## src/rtl/sm3_cmprss_pkg.sv

```systemverilog
// Shared types, constants and round helper functions for the SM3 compression core.
package sm3_cmprss_pkg;

    localparam logic [255:0] IV = 256'h7380166f_4914b2b9_172442d7_da8a0600_a96f30bc_163138aa_e38dee4d_b0fb0e4e;
    localparam logic [31:0] T_LO = 32'h79cc4519;
    localparam logic [31:0] T_HI = 32'h7a879d8a;

    typedef enum logic [1:0] {StIdle, StCmprs, StFold, StOut} state_e;

    // Working registers A..H; A sits in the most significant word.
    typedef struct packed {
        logic [31:0] a;
        logic [31:0] b;
        logic [31:0] c;
        logic [31:0] d;
        logic [31:0] e;
        logic [31:0] f;
        logic [31:0] g;
        logic [31:0] h;
    } regs_t;

    function automatic logic [31:0] rotl32(input logic [31:0] x, input logic [4:0] n);
        logic [63:0] t;
        t = {x, x} << n;
        return t[63:32];
    endfunction

    function automatic logic [31:0] ff_j(input logic [5:0] j, input logic [31:0] x,
                                         input logic [31:0] y, input logic [31:0] z);
        return (j < 6'd16) ? (x ^ y ^ z) : ((x & y) | (x & z) | (y & z));
    endfunction

    function automatic logic [31:0] gg_j(input logic [5:0] j, input logic [31:0] x,
                                         input logic [31:0] y, input logic [31:0] z);
        return (j < 6'd16) ? (x ^ y ^ z) : ((x & y) | (~x & z));
    endfunction

    function automatic logic [31:0] p0(input logic [31:0] x);
        return x ^ rotl32(x, 5'd9) ^ rotl32(x, 5'd17);
    endfunction

endpackage

```

## src/rtl/sm3_cmprss_core_mr_if.sv

```systemverilog
// Expander-side and digest-side handshake bundle of the SM3 compression core.
// SM3_CMPRSS_IV_LOAD_EN adds the chaining-value load inputs.
interface sm3_cmprss_core_mr_if #(
    parameter int unsigned ROUNDS_PER_CYC = 1
);
    logic [32*ROUNDS_PER_CYC-1:0] expnd_inpt_wj_i;
    logic [32*ROUNDS_PER_CYC-1:0] expnd_inpt_wjj_i;
    logic                         expnd_inpt_lst_i;
    logic                         expnd_inpt_vld_i;
    logic                         expnd_inpt_rdy_o;
    logic [255:0]                 cmprss_otpt_res_o;
    logic                         cmprss_otpt_vld_o;
    logic                         cmprss_otpt_rdy_i;
`ifdef SM3_CMPRSS_IV_LOAD_EN
    logic [255:0]                 cmprss_inpt_iv_i;
    logic                         cmprss_inpt_iv_ld_i;
`endif

    modport slave (
`ifdef SM3_CMPRSS_IV_LOAD_EN
        input  cmprss_inpt_iv_i, cmprss_inpt_iv_ld_i,
`endif
        input  expnd_inpt_wj_i, expnd_inpt_wjj_i, expnd_inpt_lst_i, expnd_inpt_vld_i,
        input  cmprss_otpt_rdy_i,
        output expnd_inpt_rdy_o, cmprss_otpt_res_o, cmprss_otpt_vld_o
    );

    modport master (
`ifdef SM3_CMPRSS_IV_LOAD_EN
        output cmprss_inpt_iv_i, cmprss_inpt_iv_ld_i,
`endif
        output expnd_inpt_wj_i, expnd_inpt_wjj_i, expnd_inpt_lst_i, expnd_inpt_vld_i,
        output cmprss_otpt_rdy_i,
        input  expnd_inpt_rdy_o, cmprss_otpt_res_o, cmprss_otpt_vld_o
    );

endinterface

```

## src/rtl/sm3_cmprss_round.sv

```systemverilog
// One combinational SM3 compression round.
module sm3_cmprss_round
    import sm3_cmprss_pkg::*;
(
    input  regs_t       regs,
    input  logic [5:0]  j,
    input  logic [31:0] wj,
    input  logic [31:0] wjj,
    output regs_t       regs_nxt
);

    logic [31:0] tj, a12, ss1, ss2, tt1, tt2;

    // Round function and register shuffle for round j.
    always_comb begin
        tj  = (j < 6'd16) ? T_LO : T_HI;
        a12 = rotl32(regs.a, 5'd12);
        ss1 = rotl32(a12 + regs.e + rotl32(tj, j[4:0]), 5'd7);
        ss2 = ss1 ^ a12;
        tt1 = ff_j(j, regs.a, regs.b, regs.c) + regs.d + ss2 + wjj;
        tt2 = gg_j(j, regs.e, regs.f, regs.g) + regs.h + ss1 + wj;
        regs_nxt.a = tt1;
        regs_nxt.b = regs.a;
        regs_nxt.c = rotl32(regs.b, 5'd9);
        regs_nxt.d = regs.c;
        regs_nxt.e = p0(tt2);
        regs_nxt.f = regs.e;
        regs_nxt.g = rotl32(regs.f, 5'd19);
        regs_nxt.h = regs.g;
    end

endmodule

```

## src/rtl/sm3_cmprss_core_mr.sv

```systemverilog
// SM3 compression core running ROUNDS_PER_CYC rounds per accepted beat, carrying V across
// blocks. SM3_CMPRSS_IV_LOAD_EN enables loading V from cmprss_inpt_iv_i while idle.
module sm3_cmprss_core_mr
    import sm3_cmprss_pkg::*;
#(
    parameter int unsigned ROUNDS_PER_CYC = 1
) (
    input logic               clk,
    input logic               rst,
    sm3_cmprss_core_mr_if.slave bus
);

    localparam int unsigned BEATS_PER_BLK = 64 / ROUNDS_PER_CYC;
    localparam logic [5:0]  J_STEP  = 6'(ROUNDS_PER_CYC);
    localparam logic [5:0]  J_FINAL = 6'(64 - ROUNDS_PER_CYC);

    if (ROUNDS_PER_CYC != 1 && ROUNDS_PER_CYC != 2 && ROUNDS_PER_CYC != 4) begin : g_bad_rpc
        $error("ROUNDS_PER_CYC must be 1, 2 or 4 (BEATS_PER_BLK %0d)", BEATS_PER_BLK);
    end

    state_e       state;
    logic [5:0]   j_q;
    regs_t        v_q, wrk_q;
    logic         lst_q, rdy_q, vld_q;
    logic [255:0] res_q;
    logic         iv_load, accept;
    regs_t        iv;
    regs_t        chain [ROUNDS_PER_CYC+1];

`ifdef SM3_CMPRSS_IV_LOAD_EN
    assign iv_load = bus.cmprss_inpt_iv_ld_i && (state == StIdle);
    assign iv      = regs_t'(bus.cmprss_inpt_iv_i);
`else
    assign iv_load = 1'b0;
    assign iv      = regs_t'(IV);
`endif

    // A load cycle hides ready so the beat on the bus is not consumed.
    assign bus.expnd_inpt_rdy_o  = rdy_q & ~iv_load;
    assign bus.cmprss_otpt_vld_o = vld_q;
    assign bus.cmprss_otpt_res_o = res_q;
    assign accept = bus.expnd_inpt_vld_i & bus.expnd_inpt_rdy_o;

    assign chain[0] = wrk_q;
    for (genvar k = 0; k < ROUNDS_PER_CYC; k++) begin : g_round
        sm3_cmprss_round u_round (
            .regs     (chain[k]),
            .j        (j_q + 6'(k)),
            .wj       (bus.expnd_inpt_wj_i[32*k +: 32]),
            .wjj      (bus.expnd_inpt_wjj_i[32*k +: 32]),
            .regs_nxt (chain[k+1])
        );
    end

    // Control FSM with registered ready/valid/result.
    always_ff @(posedge clk) begin
        if (rst) begin
            state <= StIdle;
            j_q   <= 6'd0;
            v_q   <= regs_t'(IV);
            wrk_q <= regs_t'(IV);
            lst_q <= 1'b0;
            rdy_q <= 1'b0;
            vld_q <= 1'b0;
            res_q <= '0;
        end else begin
            unique case (state)
                StIdle, StCmprs: begin
                    rdy_q <= 1'b1;
                    if (iv_load) begin
                        v_q   <= iv;
                        wrk_q <= iv;
                    end else if (accept) begin
                        wrk_q <= chain[ROUNDS_PER_CYC];
                        if (j_q == J_FINAL) begin
                            lst_q <= bus.expnd_inpt_lst_i;
                            rdy_q <= 1'b0;
                            state <= StFold;
                        end else begin
                            j_q   <= j_q + J_STEP;
                            state <= StCmprs;
                        end
                    end
                end
                StFold: begin
                    v_q   <= regs_t'(v_q ^ wrk_q);
                    wrk_q <= regs_t'(v_q ^ wrk_q);
                    j_q   <= 6'd0;
                    if (lst_q) begin
                        res_q <= v_q ^ wrk_q;
                        vld_q <= 1'b1;
                        state <= StOut;
                    end else begin
                        rdy_q <= 1'b1;
                        state <= StCmprs;
                    end
                end
                StOut: begin
                    if (bus.cmprss_otpt_rdy_i) begin
                        vld_q <= 1'b0;
                        v_q   <= regs_t'(IV);
                        wrk_q <= regs_t'(IV);
                        rdy_q <= 1'b1;
                        state <= StIdle;
                    end
                end
                default: state <= StIdle;
            endcase
        end
    end

endmodule

```

## src/flat_wrapper.sv

```systemverilog
// flat-port wrapper written by rule: the top's interface ports become plain ports
module sm3_cmprss_core_mr_flat import sm3_cmprss_pkg::*;
#(
    parameter int unsigned ROUNDS_PER_CYC = 1
)
  (clk, rst, bus_expnd_inpt_wj_i, bus_expnd_inpt_wjj_i, bus_expnd_inpt_lst_i, bus_expnd_inpt_vld_i, bus_cmprss_otpt_rdy_i, bus_expnd_inpt_rdy_o, bus_cmprss_otpt_res_o, bus_cmprss_otpt_vld_o);
  sm3_cmprss_core_mr_if #(.ROUNDS_PER_CYC(ROUNDS_PER_CYC)) bus_i ();
  input logic clk;
  input logic rst;
  input wire logic [$bits(bus_i.expnd_inpt_wj_i)-1:0] bus_expnd_inpt_wj_i;
  input wire logic [$bits(bus_i.expnd_inpt_wjj_i)-1:0] bus_expnd_inpt_wjj_i;
  input wire logic [$bits(bus_i.expnd_inpt_lst_i)-1:0] bus_expnd_inpt_lst_i;
  input wire logic [$bits(bus_i.expnd_inpt_vld_i)-1:0] bus_expnd_inpt_vld_i;
  input wire logic [$bits(bus_i.cmprss_otpt_rdy_i)-1:0] bus_cmprss_otpt_rdy_i;
  output wire logic [$bits(bus_i.expnd_inpt_rdy_o)-1:0] bus_expnd_inpt_rdy_o;
  output wire logic [$bits(bus_i.cmprss_otpt_res_o)-1:0] bus_cmprss_otpt_res_o;
  output wire logic [$bits(bus_i.cmprss_otpt_vld_o)-1:0] bus_cmprss_otpt_vld_o;
  assign bus_i.expnd_inpt_wj_i = bus_expnd_inpt_wj_i;
  assign bus_i.expnd_inpt_wjj_i = bus_expnd_inpt_wjj_i;
  assign bus_i.expnd_inpt_lst_i = bus_expnd_inpt_lst_i;
  assign bus_i.expnd_inpt_vld_i = bus_expnd_inpt_vld_i;
  assign bus_i.cmprss_otpt_rdy_i = bus_cmprss_otpt_rdy_i;
  assign bus_expnd_inpt_rdy_o = bus_i.expnd_inpt_rdy_o;
  assign bus_cmprss_otpt_res_o = bus_i.cmprss_otpt_res_o;
  assign bus_cmprss_otpt_vld_o = bus_i.cmprss_otpt_vld_o;
  sm3_cmprss_core_mr #(.ROUNDS_PER_CYC(ROUNDS_PER_CYC)) u_core (.clk(clk), .rst(rst), .bus(bus_i));
endmodule
```

## config.mk

```make
export PLATFORM = sky130hd
export DESIGN_NAME = sm3_cmprss_core_mr_flat
export DESIGN_NICKNAME = d
export VERILOG_FILES = /design/src/rtl/sm3_cmprss_pkg.sv /design/src/rtl/sm3_cmprss_core_mr_if.sv /design/src/rtl/sm3_cmprss_round.sv /design/src/rtl/sm3_cmprss_core_mr.sv /design/src/flat_wrapper.sv
export SDC_FILE = /design/constraint.sdc
export NUM_CORES = 2
export LEC_CHECK = 0
export ABC_AREA = 1
export ABC_CLOCK_PERIOD_IN_PS = 8700
export CAP_MARGIN = 20
export CORE_ASPECT_RATIO = 0.75
export CORE_MARGIN = 3
export CORE_UTILIZATION = 55
export DETAILED_ROUTE_END_ITERATION = 7
export PLACE_DENSITY = 0.76
export SETUP_SLACK_MARGIN = 0.3
export SYNTH_ARGS = -nofsm -noshare
export SYNTH_HDL_FRONTEND = slang
export SYNTH_SLANG_ARGS = --single-unit
```

## constraint.sdc

```tcl
create_clock -name clk -period 8.7 [get_ports clk]
set_clock_uncertainty 0.1 [all_clocks]
set_input_delay 1.305 -clock clk [delete_from_list [all_inputs] [get_ports clk]]
set_output_delay 1.305 -clock clk [all_outputs]
set_load 0.01 [all_outputs]
```

### After elaboration in Yosys (flattened, before gate mapping)

Cells that the tools add are included.
Widths: inputs -> output; s select.

* flip-flop bits (word level): 779
* input bits: 69
* output and inout port bits: 258
* word-level logic and storage cells: 95

* add/sub/neg operators: 9
* $lt $le $gt $ge: 1
* equality and inequality tests: 9
* shift-type cells: 1
* mux-type cells: 23
* bitwise logic cells: 19
* reductions and logical operators: 11

Operators with widths (count)
* $pmux 256 s3: 1
* $mux 256: 2
* $pmux 256 s2: 1
* $add 32x32->32: 8
* $xor 256x256->256: 1
* $xor 32x32->32: 7
* $and 32x32->32: 5
* $or 32x32->32: 3
* $mux 32: 2
* $shl 63x5->64: 1
* $not 32->32: 1
* $mux 26: 1
* $mux 6: 2
* $pmux 6 s2: 1
* $reduce_and 3->1: 3
* $mux 2: 4
* $reduce_and 2->1: 4
* $add 6x1->6 const B: 1
* $eq 6x6->1 const B: 1
* $lt 6x5->1 const B: 1
* $mux 1: 6
* $ne 2x2->1 const B: 3
* $pmux 2 s3: 1
* $eq 2x2->1 const B: 2
* other kinds (9): 11

### Longest topological paths before layout

* word-level depth: 11
* mapped depth: 51
* depth with buffers taken out: 50

### By module

A second synthesis with hierarchy kept.

* cells, all modules: 6007
* area total of the unflattened synthesis: 45890.3 um^2

Modules (own cells, without submodules)
* sm3_cmprss_core_mr: times used 1, cells each 3534, area an instance 29982.5 um^2, seq. area each 15595.0 um^2
* sm3_cmprss_round: times used 1, cells each 2473, area an instance 15907.8 um^2, seq. area each 0.0 um^2

### Worst setup path before layout

OpenSTA, ideal clock, no wires.

* kind: register to register
* start point: register u_core.j_q[4]
* end point: register u_core.wrk_q (netlist bit u_core.chain[507])
* library setup time: 0.119 ns
* arrival time: 6.692 ns
* required time: 8.481 ns
* path slack: 1.788 ns
* cell stages (with the launch flop): 46
* path buffers: 2
* clock period less this slack: 6.912 ns
* path through: dfxtp_1 > buf_6 > inv_4 > nand2_4 > clkbuf_1 > ha_1 > or2_2 > o21ai_0 > inv_1 > nand2_1 > o21ai_0 > o21ai_0 > o21ai_0 > fa_1 > ha_1 > inv_1 > fa_1 > inv_1 > (+10 left out) > nand2_1 > nand2_1 > xor2_1 > fa_1 > fa_1 > inv_1 > ha_1 > a21oi_1 > nand2_1 > a21oi_1 > inv_1 > nand3_1 > nand3_1 > nand2_1 > nand2_1 > or2_2 > nand3_1 > a21oi_1

* cells in the longest elaborated chain, start to end: 9
* elaborated cells between the ends (all ways): 11
* those cells by class: 4 x add/sub; 1 x order compare; 1 x shift; 4 x mux; 1 x bitwise

RTL lines
* start: declaration: line sm3_cmprss_core_mr.sv:22 `logic [5:0] j_q;`
* start signal: assignment: line sm3_cmprss_core_mr.sv:80 `j_q <= j_q + J_STEP;`
* $lt 6x5->1: line sm3_cmprss_pkg.sv:30, sm3_cmprss_round.sv:16
* $mux 26: line sm3_cmprss_round.sv:16 `tj = (j < 6'd16) ? T_LO : T_HI;`
* $shl 63x5->64: line sm3_cmprss_pkg.sv:24 `t = {x, x} << n;`
* $add 32x32->32: line sm3_cmprss_round.sv:18 `ss1 = rotl32(a12 + regs.e + rotl32(tj, j[4:0]), 5'd7);`
* $xor 32x32->32: line sm3_cmprss_round.sv:19 `ss2 = ss1 ^ a12;`
* $add 32x32->32 (*) (2 in series): line sm3_cmprss_round.sv:20 `tt1 = ff_j(j, regs.a, regs.b, regs.c) + regs.d + ss2 + wjj;`
* $mux 256 (*): line sm3_cmprss_core_mr.sv:73 `end else if (accept) begin`
* $pmux 256 s3 (*): line sm3_cmprss_core_mr.sv:67 `unique case (state)`
* end signal: assignment: line sm3_cmprss_core_mr.sv:72 `wrk_q <= iv;`
* end signal: assignment: line sm3_cmprss_core_mr.sv:74 `wrk_q <= chain[ROUNDS_PER_CYC];`
* end signal: assignment: line sm3_cmprss_core_mr.sv:87 `wrk_q <= regs_t'(v_q ^ wrk_q);`
* end: declaration: line sm3_cmprss_core_mr.sv:23 `regs_t v_q, wrk_q;`

Every way passes the cells marked *; elsewhere a longest branch is shown, timed or not. The select of a mux whose other input is x is not followed.
A chain may end at the register's enable or synchronous reset.

### Worst setup path in the final report

* start point: register u_core.j_q[4]
* end point: register u_core.wrk_q (netlist bit u_core.chain[508])

Same word-level chain as after synthesis.

==> impl_metrics.tcl <==
set metrics [dict create \
    cp.arrival_ns 8.66 \
    slew_violations 0 \
    fin_crit_sh_pct 94.1 \
    grt_pass1_vias 39500 \
    numPortBuffers 326 \
    grt_max_degree 168 \
    setup_ws_ns 0.517 \
    insertion_delay_ns 0.67 \
    antenna_found_initial 15 \
    fp.dieH_um 250 \
    worst_pin_slew_ns 1.30 \
    num_rows 88 \
    hp-class "reg -> reg" \
    die_w_um 331 \
    io_pins 327 \
    drt_iter0_drc 6755 \
    r2r_slack_ns 0.52 \
    ys_seq_elements 779 \
    hold_viol_final 0 \
    ff_latch_area_um2 15600 \
    post-dp-hpwl_um 148000 \
    critPathLaunch "u_core.j_q[4]$_SDFFE_PP0P_" \
    synth-adder-area-share_pct 11.5 \
    yosys_warnings 0 \
    cts_hold_buffers 0 \
    slew_headroom_pct 12.3 \
    vias 44800 \
    avgSynthCellArea_um2 7.77 \
    fin_crit_ns 8.18 \
    timing.rr.start "u_core.j_q[4]$_SDFFE_PP0P_" \
    report.final.setup_viol 0 \
    synth_area_um2 43600 \
    tritoncts "done" \
    area_growth_pct 19.6 \
    pre_cts_slack_ns 0.732 \
    drc 0 \
    synth_xor_xnor_area_share_pct 7.46 \
    endpoint "u_core.chain[508]$_SDFFE_PP1P_" \
    clockBufferDepth 3 \
    cp-end-kind "register" \
    drive_above_1_share_pct 8.89 \
    ctsRootBufferMaster "clkbuf_16" \
    drt_pass1_iterations 6 \
    worstPathRequired_ns 9.18 \
    clkTransAtPathRegs_ns 0.06 \
    path_max_fanout 17 \
    grt_overflow 0 \
    nNetsFinal 6373 \
    clock-sinks 779 \
    layout_commonest_cell "nand2_1" \
    rsz0062_at_grt "yes" \
    start_kind "register" \
    initial_utilization_pct 56.1 \
    fin_setup_tns_ns 0 \
    maxCapViolCount 0 \
    routed_wl_um 194000 \
    fmax_ghz 0.122 \
    yosys.area_share.simple_pct 15.0 \
    vias_per_cell 6.29 \
    fp.dieArea_um2 82700 \
    synth_nets 5962 \
    h-tree-depth 3 \
    place.gp.congestion 1.08 \
    postRouteAntennaNets 0 \
    yosys-mux-area-fraction_pct 0.322 \
    multi_input_area_um2 24900 \
    critPathKind "reg -> reg" \
    syn-instance-count 5607 \
    mostFrequentLayoutCells "817 x nand2_1, 796 x a21oi_1, 776 x dfxtp_1, 559 x o21ai_0, 474 x inv_1" \
    reg2regPathDepth 39 \
    r2r-end "u_core.chain[508]$_SDFFE_PP1P_" \
    outcome "completed" \
    core_area_um2 77700 \
    critical-path-max-stage-delay_ns 0.72 \
    synth_top_family_by_area "compound AO/OA/AOI/OAI gates" \
    ys_types 56 \
    wl_per_cell_um 27.2 \
    numCtsBuffers 76 \
    synth_compound_area_share_pct 22.7 \
    grt_use_total_pct 45.3 \
    seq_area_frac_synth_pct 35.8 \
    crit_slowest_cell "fa_1" \
    nFillCells 6396 \
    grt_first_pass_wirelength_um 273000 \
]
## worst max-delay path, delay by kind of cell, from the launching register on
kind,cells,cell delay (ns)
AO/OA/AOI/OAI,7,1.59
buffers and inverters,13,1.54
adder cells (fa/ha/maj),5,2.40
AND/OR/NAND/NOR,11,1.38
flip-flops,1,0.41
XOR/XNOR,3,0.68
## cell type report
cell class | count | area share (%)
diodes | 7 | 0.0336
inverters | 485 | 3.56
multi-input cells | 4022 | 47.8
repair inverters | 1 | 0.00960
clock buffers | 103 | 4.09
clock inverters | 31 | 0.826
well taps | 1035 | 2.48
repair buffers | 653 | 11.3
flip-flops and latches | 779 | 29.9
## timing repair
item                       in CTS  in global routing
buffers inserted                0                  1
gates resized for setup         0                 19
setup endpoints to repair       0                 53
## routing by layer
metal	share of wire, %	global-route usage (%)	up-vias
li1	-	-	19600
met1	42	67.6	21400
met2	36	55.1	3383
met3	19	25.4	339
met4	2.5	9.96	12
met5	0.14	1.76	-
## stage by stage
stage | area, um2 | utilization (%) | hold slack (ns) | instances
2_1_floorplan | 43600 | - | 0.352 | 5607
3_3_place_gp | 49400 | 63.6 | 0.328 | 6969
3_5_place_dp | 49400 | 63.6 | 0.347 | 6969
4_1_cts | 52000 | 66.9 | 0.366 | 7103
5_1_grt | 52100 | 67.0 | 0.374 | 7109
6_report | 52100 | 67.1 | 0.365 | 7116
## logic make-up after synthesis
family	count (synthesis)
buffers and inverters	806
flip-flops	779
AND/OR/NAND/NOR	1589
XOR/XNOR	367
multiplexers	14
adder cells (fa/ha/maj)	286
AO/OA/AOI/OAI	1766
## worst min path at each step
stage                                                        start                                        endpoint  slack (ns)  cells past startpoint
global placement         u_core.bus.cmprss_otpt_vld_o$_SDFFE_PP0P_       u_core.bus.cmprss_otpt_vld_o$_SDFFE_PP0P_        0.33                      2
global route        u_core.bus.cmprss_otpt_res_o[111]$_SDFFE_PP0P_  u_core.bus.cmprss_otpt_res_o[111]$_SDFFE_PP0P_        0.37                      1
finish              u_core.bus.cmprss_otpt_res_o[187]$_SDFFE_PP0P_  u_core.bus.cmprss_otpt_res_o[187]$_SDFFE_PP0P_        0.36                      1
CTS                 u_core.bus.cmprss_otpt_res_o[187]$_SDFFE_PP0P_  u_core.bus.cmprss_otpt_res_o[187]$_SDFFE_PP0P_        0.37                      1
floorplan                             u_core.v_q[228]$_SDFFE_PP0P_                    u_core.v_q[228]$_SDFFE_PP0P_        0.35                      2
detailed placement       u_core.bus.cmprss_otpt_vld_o$_SDFFE_PP0P_       u_core.bus.cmprss_otpt_vld_o$_SDFFE_PP0P_        0.35                      2
## synthesized netlist by cell type (all sizes together)
| master | number | area, um2 |
|---|---|---|
| o221ai | 7 | 61.3 |
| mux2i | 14 | 140 |
| o221a | 11 | 124 |
| a21o | 11 | 82.6 |
| nor2 | 428 | 1640 |
| nand4 | 22 | 138 |
| a221o | 10 | 100 |
| a221oi | 11 | 96.3 |
| o21ai | 579 | 2910 |
| nor3b | 1 | 12.5 |
| or2 | 15 | 93.8 |
| nand2 | 838 | 3200 |
| and3 | 1 | 6.26 |
| o31ai | 1 | 7.51 |
| clkinv | 2 | 7.51 |
| dfxtp | 779 | 15600 |
| buf | 105 | 505 |
| xnor2 | 264 | 2310 |
| o211ai | 148 | 1110 |
| nor3 | 21 | 115 |
| nand3 | 254 | 1290 |
| ha | 98 | 1230 |
| nand3b | 6 | 45.0 |
| o22ai | 2 | 12.5 |
| a21oi | 800 | 4020 |
| nand2b | 3 | 18.8 |
| a31oi | 19 | 119 |
| clkbuf | 216 | 811 |
| o21bai | 12 | 90.1 |
| xor2 | 102 | 916 |
| a22oi | 2 | 15.0 |
| inv | 483 | 1820 |
| a211o | 9 | 78.8 |
| fa | 188 | 3760 |
| xnor3 | 1 | 22.5 |
| a21boi | 5 | 41.3 |
| o21a | 139 | 1040 |
## sequential cells by signal, indices dropped and copies added (netlist names)
register / flops
u_core.j_q: 6
u_core.bus.cmprss_otpt_vld_o: 1
u_core.lst_q: 1
u_core.bus.cmprss_otpt_res_o: 256
u_core.chain: 256
u_core.state: 2
u_core.bus.expnd_inpt_rdy_o: 1
u_core.v_q: 256
Power is left out: the tool's default activity adds up to more than one toggle a clock period on the data nets, which glitch-free logic cannot reach.
